## src/rtl/sha256_block_sequencer_if.sv

```systemverilog
// sha256_block_sequencer_if: message stream, core handshake and digest bus of the block sequencer
// master: sequencer side (drives in_ready, core_*, digest*, block_count, busy, err)
// slave:  environment side (message source, SHA256_Top instance, digest consumer)
interface sha256_block_sequencer_if;
    logic [31:0]  in_data;
    logic         in_valid;
    logic         in_ready;
    logic         in_last;
    logic         core_start;
    logic [511:0] core_block;
    logic [255:0] core_iv;
    logic [255:0] core_result;
    logic         core_done;
    logic [255:0] digest;
    logic         digest_valid;
    logic         digest_ready;
    logic [15:0]  block_count;
    logic         busy;
    logic         err;
    modport master (
        input  in_data, in_valid, in_last, core_result, core_done, digest_ready,
        output in_ready, core_start, core_block, core_iv, digest, digest_valid, block_count, busy, err
    );
    modport slave (
        output in_data, in_valid, in_last, core_result, core_done, digest_ready,
        input  in_ready, core_start, core_block, core_iv, digest, digest_valid, block_count, busy, err
    );
endinterface

```

## src/rtl/sha256_block_sequencer.sv

```systemverilog
// sha256_block_sequencer: buffers 16-word blocks of a pre-padded message, drives SHA256_Top and chains the hash
// Ports: clk, reset (sync, active high), bus (sha256_block_sequencer_if.master):
//   in_data/in_valid/in_ready/in_last  message word stream, in_last qualifies word 15
//   core_start/core_block/core_iv      request to the core, held for the whole RUN state
//   core_result/core_done              core response
//   digest/digest_valid/digest_ready   final hash output
//   block_count, busy, err             status
// Optional: SHA256_SEQ_WDT_EN adds a core-done watchdog of WDT_CYCLES clocks driving sticky err.
module sha256_block_sequencer #(
`ifdef SHA256_SEQ_WDT_EN
    parameter int WDT_CYCLES = 1024
`endif
) (
    input logic                        clk,
    input logic                        reset,
    sha256_block_sequencer_if.master   bus
);
    localparam logic [255:0] IV = 256'h6a09e667bb67ae853c6ef372a54ff53a510e527f9b05688c1f83d9ab5be0cd19;

    typedef enum logic [1:0] {FILL, RUN, DRAIN, OUT} state_t;

    state_t       state;
    logic [3:0]   idx;
    logic [31:0]  words [16];
    logic [255:0] chain;
    logic         last_flag;
    logic         take;

    assign take = state == FILL && bus.in_valid && bus.in_ready;

    always_comb begin
        bus.core_block = '0;
        for (int i = 0; i < 16; i++) bus.core_block[32*(15-i) +: 32] = words[i];
    end

    assign bus.core_iv = chain;
    assign bus.busy    = !(state == FILL && idx == 4'd0 && bus.block_count == 16'd0);

    // Block buffer needs no reset: idx restarts at 0, so stale words are always overwritten.
    always_ff @(posedge clk)
        if (take) words[idx] <= bus.in_data;

`ifdef SHA256_SEQ_WDT_EN
    logic [31:0] wdt;
`else
    assign bus.err = 1'b0;
`endif

    always_ff @(posedge clk) begin
        if (reset) begin
            state            <= FILL;
            idx              <= '0;
            chain            <= IV;
            last_flag        <= 1'b0;
            bus.block_count  <= '0;
            bus.in_ready     <= 1'b1;
            bus.core_start   <= 1'b0;
            bus.digest_valid <= 1'b0;
            bus.digest       <= '0;
`ifdef SHA256_SEQ_WDT_EN
            wdt              <= '0;
            bus.err          <= 1'b0;
`endif
        end else begin
            case (state)
                FILL: if (take) begin
                    idx <= idx + 4'd1;
                    if (idx == 4'd15) begin
                        last_flag      <= bus.in_last;
                        state          <= RUN;
                        bus.in_ready   <= 1'b0;
                        bus.core_start <= 1'b1;
`ifdef SHA256_SEQ_WDT_EN
                        wdt            <= '0;
`endif
                    end
                end
                RUN: if (bus.core_done) begin
                    chain           <= bus.core_result;
                    bus.block_count <= bus.block_count + 16'(bus.block_count != 16'hFFFF);
                    if (last_flag) bus.digest <= bus.core_result;
                    bus.core_start  <= 1'b0;
                    state           <= DRAIN;
                end
`ifdef SHA256_SEQ_WDT_EN
                // Timeout abandons the message; DRAIN then falls through to FILL since last_flag is cleared.
                else if (wdt == 32'(WDT_CYCLES - 1)) begin
                    bus.err         <= 1'b1;
                    bus.core_start  <= 1'b0;
                    chain           <= IV;
                    bus.block_count <= '0;
                    last_flag       <= 1'b0;
                    state           <= DRAIN;
                end else wdt <= wdt + 32'd1;
`endif
                // Waiting for done to fall guarantees a fresh start edge for the next block.
                DRAIN: if (!bus.core_done) begin
                    state            <= last_flag ? OUT : FILL;
                    bus.digest_valid <= last_flag;
                    bus.in_ready     <= !last_flag;
                end
                OUT: if (bus.digest_ready) begin
                    bus.digest_valid <= 1'b0;
                    chain            <= IV;
                    last_flag        <= 1'b0;
                    bus.block_count  <= '0;
                    state            <= FILL;
                    bus.in_ready     <= 1'b1;
                end
            endcase
        end
    end
endmodule

```

## src/flat_wrapper.sv

```systemverilog
// flat-port wrapper written by rule: the top's interface ports become plain ports
module sha256_block_sequencer_flat 
  (clk, reset, bus_in_data, bus_in_valid, bus_in_last, bus_core_result, bus_core_done, bus_digest_ready, bus_in_ready, bus_core_start, bus_core_block, bus_core_iv, bus_digest, bus_digest_valid, bus_block_count, bus_busy, bus_err);
  sha256_block_sequencer_if bus_i ();
  input logic clk;
  input logic reset;
  input wire logic [$bits(bus_i.in_data)-1:0] bus_in_data;
  input wire logic [$bits(bus_i.in_valid)-1:0] bus_in_valid;
  input wire logic [$bits(bus_i.in_last)-1:0] bus_in_last;
  input wire logic [$bits(bus_i.core_result)-1:0] bus_core_result;
  input wire logic [$bits(bus_i.core_done)-1:0] bus_core_done;
  input wire logic [$bits(bus_i.digest_ready)-1:0] bus_digest_ready;
  output wire logic [$bits(bus_i.in_ready)-1:0] bus_in_ready;
  output wire logic [$bits(bus_i.core_start)-1:0] bus_core_start;
  output wire logic [$bits(bus_i.core_block)-1:0] bus_core_block;
  output wire logic [$bits(bus_i.core_iv)-1:0] bus_core_iv;
  output wire logic [$bits(bus_i.digest)-1:0] bus_digest;
  output wire logic [$bits(bus_i.digest_valid)-1:0] bus_digest_valid;
  output wire logic [$bits(bus_i.block_count)-1:0] bus_block_count;
  output wire logic [$bits(bus_i.busy)-1:0] bus_busy;
  output wire logic [$bits(bus_i.err)-1:0] bus_err;
  assign bus_i.in_data = bus_in_data;
  assign bus_i.in_valid = bus_in_valid;
  assign bus_i.in_last = bus_in_last;
  assign bus_i.core_result = bus_core_result;
  assign bus_i.core_done = bus_core_done;
  assign bus_i.digest_ready = bus_digest_ready;
  assign bus_in_ready = bus_i.in_ready;
  assign bus_core_start = bus_i.core_start;
  assign bus_core_block = bus_i.core_block;
  assign bus_core_iv = bus_i.core_iv;
  assign bus_digest = bus_i.digest;
  assign bus_digest_valid = bus_i.digest_valid;
  assign bus_block_count = bus_i.block_count;
  assign bus_busy = bus_i.busy;
  assign bus_err = bus_i.err;
  sha256_block_sequencer u_core (.clk(clk), .reset(reset), .bus(bus_i));
endmodule
```

## config.mk

```make
export PLATFORM = sky130hd
export DESIGN_NAME = sha256_block_sequencer_flat
export DESIGN_NICKNAME = d
export VERILOG_FILES = /design/src/rtl/sha256_block_sequencer_if.sv /design/src/rtl/sha256_block_sequencer.sv /design/src/flat_wrapper.sv
export SDC_FILE = /design/constraint.sdc
export NUM_CORES = 1
export LEC_CHECK = 0
export CORE_AREA = 2 2 520 522
export DETAILED_ROUTE_END_ITERATION = 8
export DIE_AREA = 0 0 522 524
export GPL_ROUTABILITY_DRIVEN = 0
export HOLD_SLACK_MARGIN = 0.1
export PLACE_DENSITY = 0.31
export REMOVE_ABC_BUFFERS = 1
export SLEW_MARGIN = 20
export SYNTH_ARGS = -nofsm -noshare
export SYNTH_HDL_FRONTEND = slang
export SYNTH_SLANG_ARGS = --single-unit
```

## constraint.sdc

```tcl
create_clock -name clk -period 3 [get_ports clk]
set_input_delay 0.45 -clock clk [delete_from_list [all_inputs] [get_ports clk]]
set_output_delay 0.45 -clock clk [all_outputs]
set_load 0.05 [all_outputs]
```

# Yosys cells after proc, flatten, opt, wreduce, memory -nomap -nowiden
# Memories as Yosys holds them, arrays and structs flattened.
# Index checks and enable logic that the tools add are counted.
[classes] add_sub_neg=2 n_eq_ne=10 n_reduce_logical=22 muxes=30
[op_table] op="256-bit 2-to-1 mux" n=2
[op_table] op="256-bit one-hot mux with 2 select lines" n=1
[op_table] op="16-bit 2-to-1 mux" n=2
[op_table] op="16-bit one-hot mux with 2 select lines" n=1
[op_table] op="16-bit by 1-bit adder with 16-bit output" n=1
[op_table] op="16-bit logical NOT" n=1
[op_table] op="16-bit inequality test (second input constant)" n=1
[op_table] op="1-bit 2-to-1 mux" n=13
[op_table] op="2-bit 2-to-1 mux" n=6
[op_table] op="5-bit AND reduction" n=2
[op_table] op="3-bit AND reduction" n=3
[op_table] op="2-bit inequality test (second input constant)" n=4
[op_table] op="2-bit one-hot mux with 4 select lines" n=1
[op_table] op="4-bit AND reduction" n=2
[op_table] op="2-bit nonzero test" n=4
[op_table] op="1-bit one-hot mux with 2 select lines" n=3
[op_table] op="4-bit by 1-bit adder with 4-bit output (second input constant)" n=1
[op_table] op="2-bit == test (second input constant)" n=2
[op_table] op="4-bit == test (second input constant)" n=1
[op_table] op="1-bit logical AND" n=4
[op_table] op="4-bit logical NOT" n=1
[op_table] op="1-bit one-hot mux with 3 select lines" n=1
[op_table] op="3-bit nonzero test" n=1
[op_table] op="2-bit by 1-bit == test with 1-bit output (second input constant)" n=1
[op_table] op="4 further kinds" n=5
[totals] regBits=538 ram_bits=512 mem_count=1 word_cells=74
[mem_list] memory="u_core.words" words=16 width=32 read_ports=16 rd_clocked_by_memory_dff=0 write_ports=1 line_no="sha256_block_sequencer.sv:24" source="logic [31:0] words [16];"

# Logic depth before layout (Yosys ltp)
# Gate-level depths: netlist of the first run.
[logic_depth] ltp_word=5 ltp_mapped=9 mapped_depth_nobuf=8

# Least setup slack after synthesis of the first run
# No wires, ideal clock.
[synth_path] path_kind="flip-flop to flip-flop" startpoint="register u_core.bus.in_ready" endpoint="memory u_core.words[7][0], enable pin" stages_incl_launch_ff=5 path_buffers=1 setup_slack_ns=0.006 required_ns=2.579 period_less_slack_ns=2.994 setup_ns=0.421 arrival_ns=2.573 cell_sequence="dfxtp_1 > nor4bb_1 > buf_2 > nand2_1 > nor2_1"
[synth_via] elab_chain_len=3
[synth_rtl] element="start: declaration" line_no="sha256_block_sequencer_if.sv:22" source="output in_ready, core_start, core_block, core_iv, digest, digest_valid, block_count, busy, err"
[synth_rtl] element="start signal: assignment" line_no="sha256_block_sequencer.sv:100" source="bus.in_ready <= !last_flag;"
[synth_rtl] element="1-bit logical AND" line_no="sha256_block_sequencer.sv:29" source="assign take = state == FILL && bus.in_valid && bus.in_ready;"
[synth_rtl] element="1-bit 2-to-1 mux" line_no="sha256_block_sequencer.sv:41" source="if (take) words[idx] <= bus.in_data;"
[synth_rtl] element="1-bit 2-to-1 mux (not written as such)" line_no="sha256_block_sequencer.sv:41"
[synth_rtl] element="end: declaration" line_no="sha256_block_sequencer.sv:24"
# Every way passes these cells.

# Worst setup path after layout of the first run
[layout_path] startpoint="register u_core.idx[1]" endpoint="output port bus_busy"
[layout_via] elab_chain_len=4
[layout_rtl] element="start: declaration" line_no="sha256_block_sequencer.sv:23" source="logic [3:0] idx;"
[layout_rtl] element="start signal: assignment" line_no="sha256_block_sequencer.sv:67" source="idx <= idx + 4'd1;"
[layout_rtl] element="4-bit logical NOT" line_no="sha256_block_sequencer.sv:37" source="assign bus.busy = !(state == FILL && idx == 4'd0 && bus.block_count == 16'd0);"
[layout_rtl] element="1-bit logical AND (2 in series)" line_no="sha256_block_sequencer.sv:37"
[layout_rtl] element="1-bit logical NOT" line_no="sha256_block_sequencer.sv:37"
[layout_rtl] element="end: declaration" line_no="flat_wrapper.sv:20" source="output wire logic [$bits(bus_i.busy)-1:0] bus_busy;"
# Every way passes these cells.

==> results.toml, run 1 <==
[outcome]
outcome = "complete, no violations"

[clock_network]
clkSinkCount = 1050
tritoncts = "built"
clkSlewWorstSetupHoldPaths_ns = 0.06
ctsHtreeMaxLevel = 4
max-clock-path-buffers = 4
post-cts-setup-buffers = 0
clockRootBuffer = "sky130_fd_sc_hd__clkbuf_16"
clk_latency_ns = 0.79
numCtsBuffers = 145

[final_layout]
layout_cells_sized_above_1_pct = 8.634
layout.area.seq_um2 = 26150
layout.nets = 4377
area_of_combinational_cells_with_multiple_inputs_um2 = 7296
n_fill_cell = 28890
area_growth_syn_to_layout_pct = 67.85

[hold_path]
timing.hold.worst_endpoint = "u_core.bus.digest[132]"
hp-start = "bus_core_result[132]"
hold_path_depth = 3
min-delay-path-class = "primary input to flop"

[timing]
timing.slew.headroom_pct = 35.50
finalSetupViolations = 0
timing.final.crit_share_pct = 93.31
timing.final.max_slew_violations = 0
tightest_slew_ns = 0.9645
final.min_clock_period_ns = 2.799
final_count_of_hold_timing_violations = 0
grt_setup_unrepaired = "false"
fin_worst_skew_ns = 0.04545
achievable-frequency_ghz = 0.3572
post-route-worst-setup-slack_ns = 0.2006

[synthesis]
synth_largest_type_area_fraction_pct = 45.09
synth_most_common_cell = "sky130_fd_sc_hd__dfxtp_1"
synth_area_per_cell_um2 = 12.84
synth_top_cell_by_area = "sky130_fd_sc_hd__edfxtp_1"
synth_top_flop_cell = "sky130_fd_sc_hd__dfxtp_1"
netlist-cell-type-count = 46
synth_top_cells_by_area = "sky130_fd_sc_hd__edfxtp_1 (45%), sky130_fd_sc_hd__dfxtp_1 (32%), sky130_fd_sc_hd__nand2_1 (5.8%)"
seq_area_frac_synth_pct = 76.68
postSynthCellCount = 2656
synth_warnings = 0
synth_enable_flop_cells = 512
netlist_area_um2 = 34100
synth-async-reset-ratio_pct = 0
ys_seq_elements = 1050
netlist_top_cells_count = "sky130_fd_sc_hd__dfxtp_1 (538), sky130_fd_sc_hd__nand2_1 (523), sky130_fd_sc_hd__edfxtp_1 (512)"

[critical_path]
worst_path_buffer_plus_inverter_count = 2
setup.worst_path.end_class = "output pin"
crit_chain = "inv_1 > ha_2 > nand3_1 > or4_4 > buf_4"
critPathRequiredTime_ns = 2.55
worst_r2r_endpoint = "u_core.bus.block_count[12]"
r2r.worst_path.cells = 8
critical_path.startpoint_type = "flop"
crit_path_max_incr_delay_ns = 0.51
timing_worst_setup_path_type = "flop to output pin"
reg2reg_setup_slack_ns = 0.52
slowest_stage = "sky130_fd_sc_hd__or4_4"
worst-path-max-fanout = 4
cp_top_family = "simple AND/OR/NAND/NOR gates"
worstPathArrival_ns = 2.35
rr_startpoint = "u_core.bus.block_count[8]"

[pwr]
leakage_nw = 18.51
power_density_nw_per_um2 = 584.6
ir_worst_vdd_mv = 0.3480
power_mw = 33.46

[die]
core_area_um2 = 267400
pin_count = 1339
die_width_um = 522
initial_utilization_pct = 12.75
die_y_um = 524
rows = 190
design.die.area_um2 = 273500

[route]
detail_route.first_pass.iterations = 5
detailedRoute.firstIterationViolations = 1493
routedWlPerCell_um = 23.80
routed_via_density = 3.434
post-route-drc-count = 0
drt_wl_total_um = 184400
via_count = 26610
drtAntennaViolNets = 0

[grt]
first_global_vias = 26640
first_pass_grt_wire_length_um = 240900
grt_max_degree = 110
track_usage_pct = 12.72
overflow = 0
antenna_found_initial = 47

[place]
detailed_place_hpwl_um = 136500
pre_cts_ws_ns = 0.1973
placement.io_buffers = 1337

[job]
max-cap-violations = 0
## flip-flops by register name, indices dropped and copies added, names as in the netlist
name,count
u_core.words,512
u_core.bus.core_iv,256
u_core.bus.digest,256
u_core.bus.block_count,16
u_core.idx,4
u_core.state,2
u_core.bus.core_start,1
u_core.bus.digest_valid,1
u_core.bus.in_ready,1
u_core.last_flag,1
## tightest hold or removal path: stages
cell and delay (ns):
sky130_fd_sc_hd__clkdlybuf4s50_1 0.42, sky130_fd_sc_hd__nand2_1 0.07, sky130_fd_sc_hd__a21oi_1 0.05
## logic make-up (layout without fill, tap and decap cells)
kind of cell | Yosys count | count (layout) | synth area share (%)
AO/OA/AOI/OAI | 533 | 533 | 9.255
XOR/XNOR | 13 | 13 | 0.3339
adder cells (fa/ha/maj) | 6 | 6 | 0.2202
buffers and inverters | 184 | 1709 | 2.418
flip-flops | 1050 | 1050 | 76.68
multiplexers | 3 | 3 | 0.08807
other | 1 | 17 | 0.01100
AND/OR/NAND/NOR | 866 | 866 | 10.99
## routing by layer
| metal | GRT usage, % | vias up | routed length (µm) |
|---|---|---|---|
| met2 | 21.36 | 1142 | 88160 |
| met3 | 5.702 | 266 | 18660 |
| met4 | 4.074 | 50 | 5618 |
| met1 | 14.31 | 12910 | 71680 |
| met5 | 0 | - | 322 |
| li1 | - | 12250 | - |
## cell type report
| type | count | area share (%) |
|---|---|---|
| Antenna cell | 16 | 0.06996 |
| Clock buffer | 205 | 7.160 |
| Clock inverter | 46 | 0.7848 |
| Inverter | 6 | 0.03935 |
| Multi-Input combinational cell | 1422 | 12.75 |
| Sequential cell | 1050 | 45.68 |
| Tap cell | 3552 | 7.765 |
| Timing Repair Buffer | 1452 | 25.75 |
## power breakdown
group	total (mW)	leakage (nW)	internal, mW	switching (mW)
Clock	16.9	2.24	10.2	6.70
Combinational	1.45	7.31	0.545	0.909
Sequential	15.1	8.96	15.1	0.0207
Total	33.5	18.5	25.8	7.63
## repair_timing
action                                  CTS  global route
endpoints found under the setup margin    1             1
pin swaps                                 0             0
hold buffers                              1             0
gates cloned                              0             0
gates resized for setup                   8             4
endpoints found under the hold margin    23             0
## how the worst max path moves through the flow
stage,depth (start not counted),startpoint,slack [ns],to
floorplan,4,u_core.state[0],-4.60,u_core.bus.digest[0]
global placement,6,bus_in_valid,0.20,u_core.words[0][9]
detailed placement,6,bus_in_valid,0.20,u_core.words[0][9]
CTS,4,u_core.bus.block_count[3],0.01,bus_busy
global route,4,u_core.bus.block_count[2],0.05,bus_busy
finish,5,u_core.idx[1],0.20,bus_busy
## placed cells by master, fill, tap and decap left out, drive strengths merged, types with 2 or more instances in the layout
master,n
edfxtp,512
nor4,7
nor2,156
a21oi,264
bufinv,8
clkinv,32
nor3,4
and2,2
or3,6
or4,3
o21ai,6
nand3,5
diode,16
nor3b,2
xor2,3
mux2i,3
dfxtp,538
nand2b,140
buf,131
clkbuf,205
xnor2,10
ha,6
a22oi,121
nand2,524
inv,11
nand4,7
nor2b,2
o22ai,136
and3b,2
clkdlybuf4s50,1320
## stage by stage
stage	hold WS [ns]	cells	TNS (ns)	cell area, µm²	utilization (%)
floorplan	0.5191	2478	-1914.25	33290	-
global placement	0.4415	7481	0	52620	19.67
detailed placement	0.4461	7481	0	52620	19.67
CTS	0.1405	7733	0	57170	21.38
global route	0.1914	7737	0	57200	21.39
finish	0.2384	7749	0	57230	21.40
Power figures use the tool's default switching activity.
==> inputs of run 2 (changes only) <==
--- a/config.mk
+++ b/config.mk
@@ -6,6 +6,7 @@
 export NUM_CORES = 1
 export LEC_CHECK = 0
 export CORE_AREA = 2 2 520 522
+export CTS_BUF_LIST = sky130_fd_sc_hd__clkbuf_2
 export DETAILED_ROUTE_END_ITERATION = 8
 export DIE_AREA = 0 0 522 524
 export GPL_ROUTABILITY_DRIVEN = 0
==> results.toml, run 2 (synthesis gave the netlist of run 1 again) <==
[timing]
final.min_clock_period_ns = 3.472
timing.final.crit_share_pct = 115.7
setup_tns_ns = -0.4718
timing.final.max_slew_violations = 0
grt_setup_unrepaired = "true"
finalSetupViolations = 1
finalHoldWorstSlack_ns = 0.4553
post-route-worst-setup-slack_ns = -0.4718
timing.slew.headroom_pct = 30.01
tightest_slew_ns = 1.047
achievable-frequency_ghz = 0.2880
fin_worst_skew_ns = 0.1318
final_count_of_hold_timing_violations = 0

[grt]
antenna_found_initial = 39
first_pass_grt_wire_length_um = 254600
track_usage_pct = 13.21
grtUsageMet3_pct = 5.420
overflow = 0
grt_use_met2_pct = 22.25
first_global_vias = 30880
grt_max_degree = 110
grt-busiest-layer = "met2"
gr_layer_usage_met1_pct = 15.07

[clock_network]
clkSlewWorstSetupHoldPaths_ns = 0.09
numCtsBuffers = 318
tritoncts = "built"
clk_latency_ns = 1.67
ctsHtreeMaxLevel = 5
clockRootBuffer = "sky130_fd_sc_hd__clkbuf_2"
max-clock-path-buffers = 4
clkSinkCount = 1050

[final_layout]
layout.cells.most_common_list = "sky130_fd_sc_hd__dlygate4sd3_1 (595), sky130_fd_sc_hd__nand2_1 (523), sky130_fd_sc_hd__edfxtp_1 (512)"
area_growth_syn_to_layout_pct = 82.09
layout_commonest_cell = "sky130_fd_sc_hd__dlygate4sd3_1"
n_fill_cell = 29230
registers.top_by_ff_count = "u_core.words"
layout.nets = 5171
stdcell_area_um2 = 62090
largest_reg_flops = 512
layout_cells_sized_above_1_pct = 38.21

[route]
detailedRoute.firstIterationViolations = 1387
via_count = 30290
detail_route.first_pass.iterations = 5
drtAntennaViolNets = 0
drt_wl_total_um = 193200
post-route-drc-count = 0
routed_via_density = 3.496
routedWlPerCell_um = 22.29

[critical_path]
worstPathArrival_ns = 3.02
worst_r2r_endpoint = "u_core.bus.digest[149]"
timing_worst_setup_path_type = "flop to output pin"
critical_path.startpoint_type = "flop"
worst-path-max-fanout = 6
critPathRequiredTime_ns = 2.55
reg2reg_setup_slack_ns = 0.16
critPathLaunch = "u_core.bus.block_count[0]"
r2r.worst_path.cells = 9
cp-endpoint = "bus_busy"
setup.worst_path.end_class = "output pin"
rr_startpoint = "u_core.state[0]"

[hold_path]
hp-start = "u_core.bus.digest[201]"
min-delay-path-class = "flop to flop"

[die]
initial_utilization_pct = 12.75
core_area_um2 = 267400
die_width_um = 522
pin_count = 1339
design.die.area_um2 = 273500
rows = 190
die_y_um = 524

[pwr]
switching_power_mw = 7.928
pwr-share-clk_pct = 39.8
leakage_nw = 23.04
cell_internal_pwr_mw = 20.60
combPwrFrac_pct = 7.3
power_density_nw_per_um2 = 459.5
sw_frac_of_total_pct = 27.79
ir_worst_vdd_mv = 0.2010
p_seq_share_pct = 52.9

[place]
pre_cts_ws_ns = 0.1973
placement.io_buffers = 1337
dpl-instance-area_um2 = 52620
detailed_place_hpwl_um = 136500

[outcome]
failed_checks = "setup timing"
outcome = "finished, violations left"

[job]
max-cap-violations = 0
-- run 2: changes by cell type in the layout (fill, tap and decap cells not counted), moves of 204 or more --
cell / previous run / this run
sky130_fd_sc_hd__buf_2: 1 / 205
sky130_fd_sc_hd__buf_4: 87 / 337
sky130_fd_sc_hd__buf_6: 0 / 448
sky130_fd_sc_hd__clkbuf_2: 0 / 470
sky130_fd_sc_hd__clkdlybuf4s50_1: 1320 / 291
sky130_fd_sc_hd__dfxtp_1: 537 / 308
sky130_fd_sc_hd__dlygate4sd3_1: 1 / 595
-- run 2: worst min path at each step --
stage,end,cells after the start
finish,u_core.bus.digest[201],2
global route,u_core.bus.digest[246],5
CTS,u_core.bus.digest[9],5
detailed placement,u_core.bus.digest[85],2
global placement,u_core.bus.digest[119],2
floorplan,u_core.bus.digest[0],1
-- run 2: worst max-delay path: stages (launching register included) --
cell and delay (ns):
sky130_fd_sc_hd__dfxtp_4 0.38, sky130_fd_sc_hd__nor4_2 0.27, sky130_fd_sc_hd__nand2_1 0.11, sky130_fd_sc_hd__or4_4 0.55, sky130_fd_sc_hd__buf_6 0.17
-- run 2: layout make-up --
cell class | count | area, µm² | area share (%)
Inverter | 6 | 22.52 | 0.03627
Tap cell | 3552 | 4444 | 7.158
Timing Repair Buffer | 2072 | 20940 | 33.72
Sequential cell | 1050 | 26500 | 42.69
Multi-Input combinational cell | 1423 | 7338 | 11.82
Antenna cell | 28 | 70.07 | 0.1129
Clock buffer | 470 | 2352 | 3.789
Clock inverter | 64 | 417.9 | 0.6731
-- run 2: routing by layer --
layer,vias to the layer above,wire [µm],part of all wire (%)
met5,-,114,0.059
met4,20,5665,2.9
met3,306,17480,9.0
met2,1325,92780,48
met1,14610,77120,40
li1,14030,-,-
-- run 2: power groups by stage --
stage / Combinational (mW) / Sequential, mW / Clock (mW)
final: 2.09 / 15.1 / 11.4
after global routing: 2.20 / 15.1 / 12.8
after CTS: 2.13 / 15.1 / 12.1
after detailed placement: 1.49 / 15.4 / 0
after global placement: 1.50 / 15.4 / 0
after floorplan: 0.0985 / 15.7 / 0
-- run 2: repair_timing --
item,4_1_cts,5_1_grt
hold buffers,597,0
buffers inserted,7,13
gates resized for setup,6970,10
cloned,0,5
endpoints found under the setup margin,1044,12
pin swaps,1,1
hold endpoints to repair,1434,0
-- run 2: metrics by stage --
stage,power [mW],utilization [%],instances
2_1_floorplan,15.79,-,2478
3_3_place_gp,16.94,19.67,7481
3_5_place_dp,16.93,19.67,7481
4_1_cts,29.34,23.09,8619
5_1_grt,30.09,23.21,8660
6_report,28.53,23.22,8665
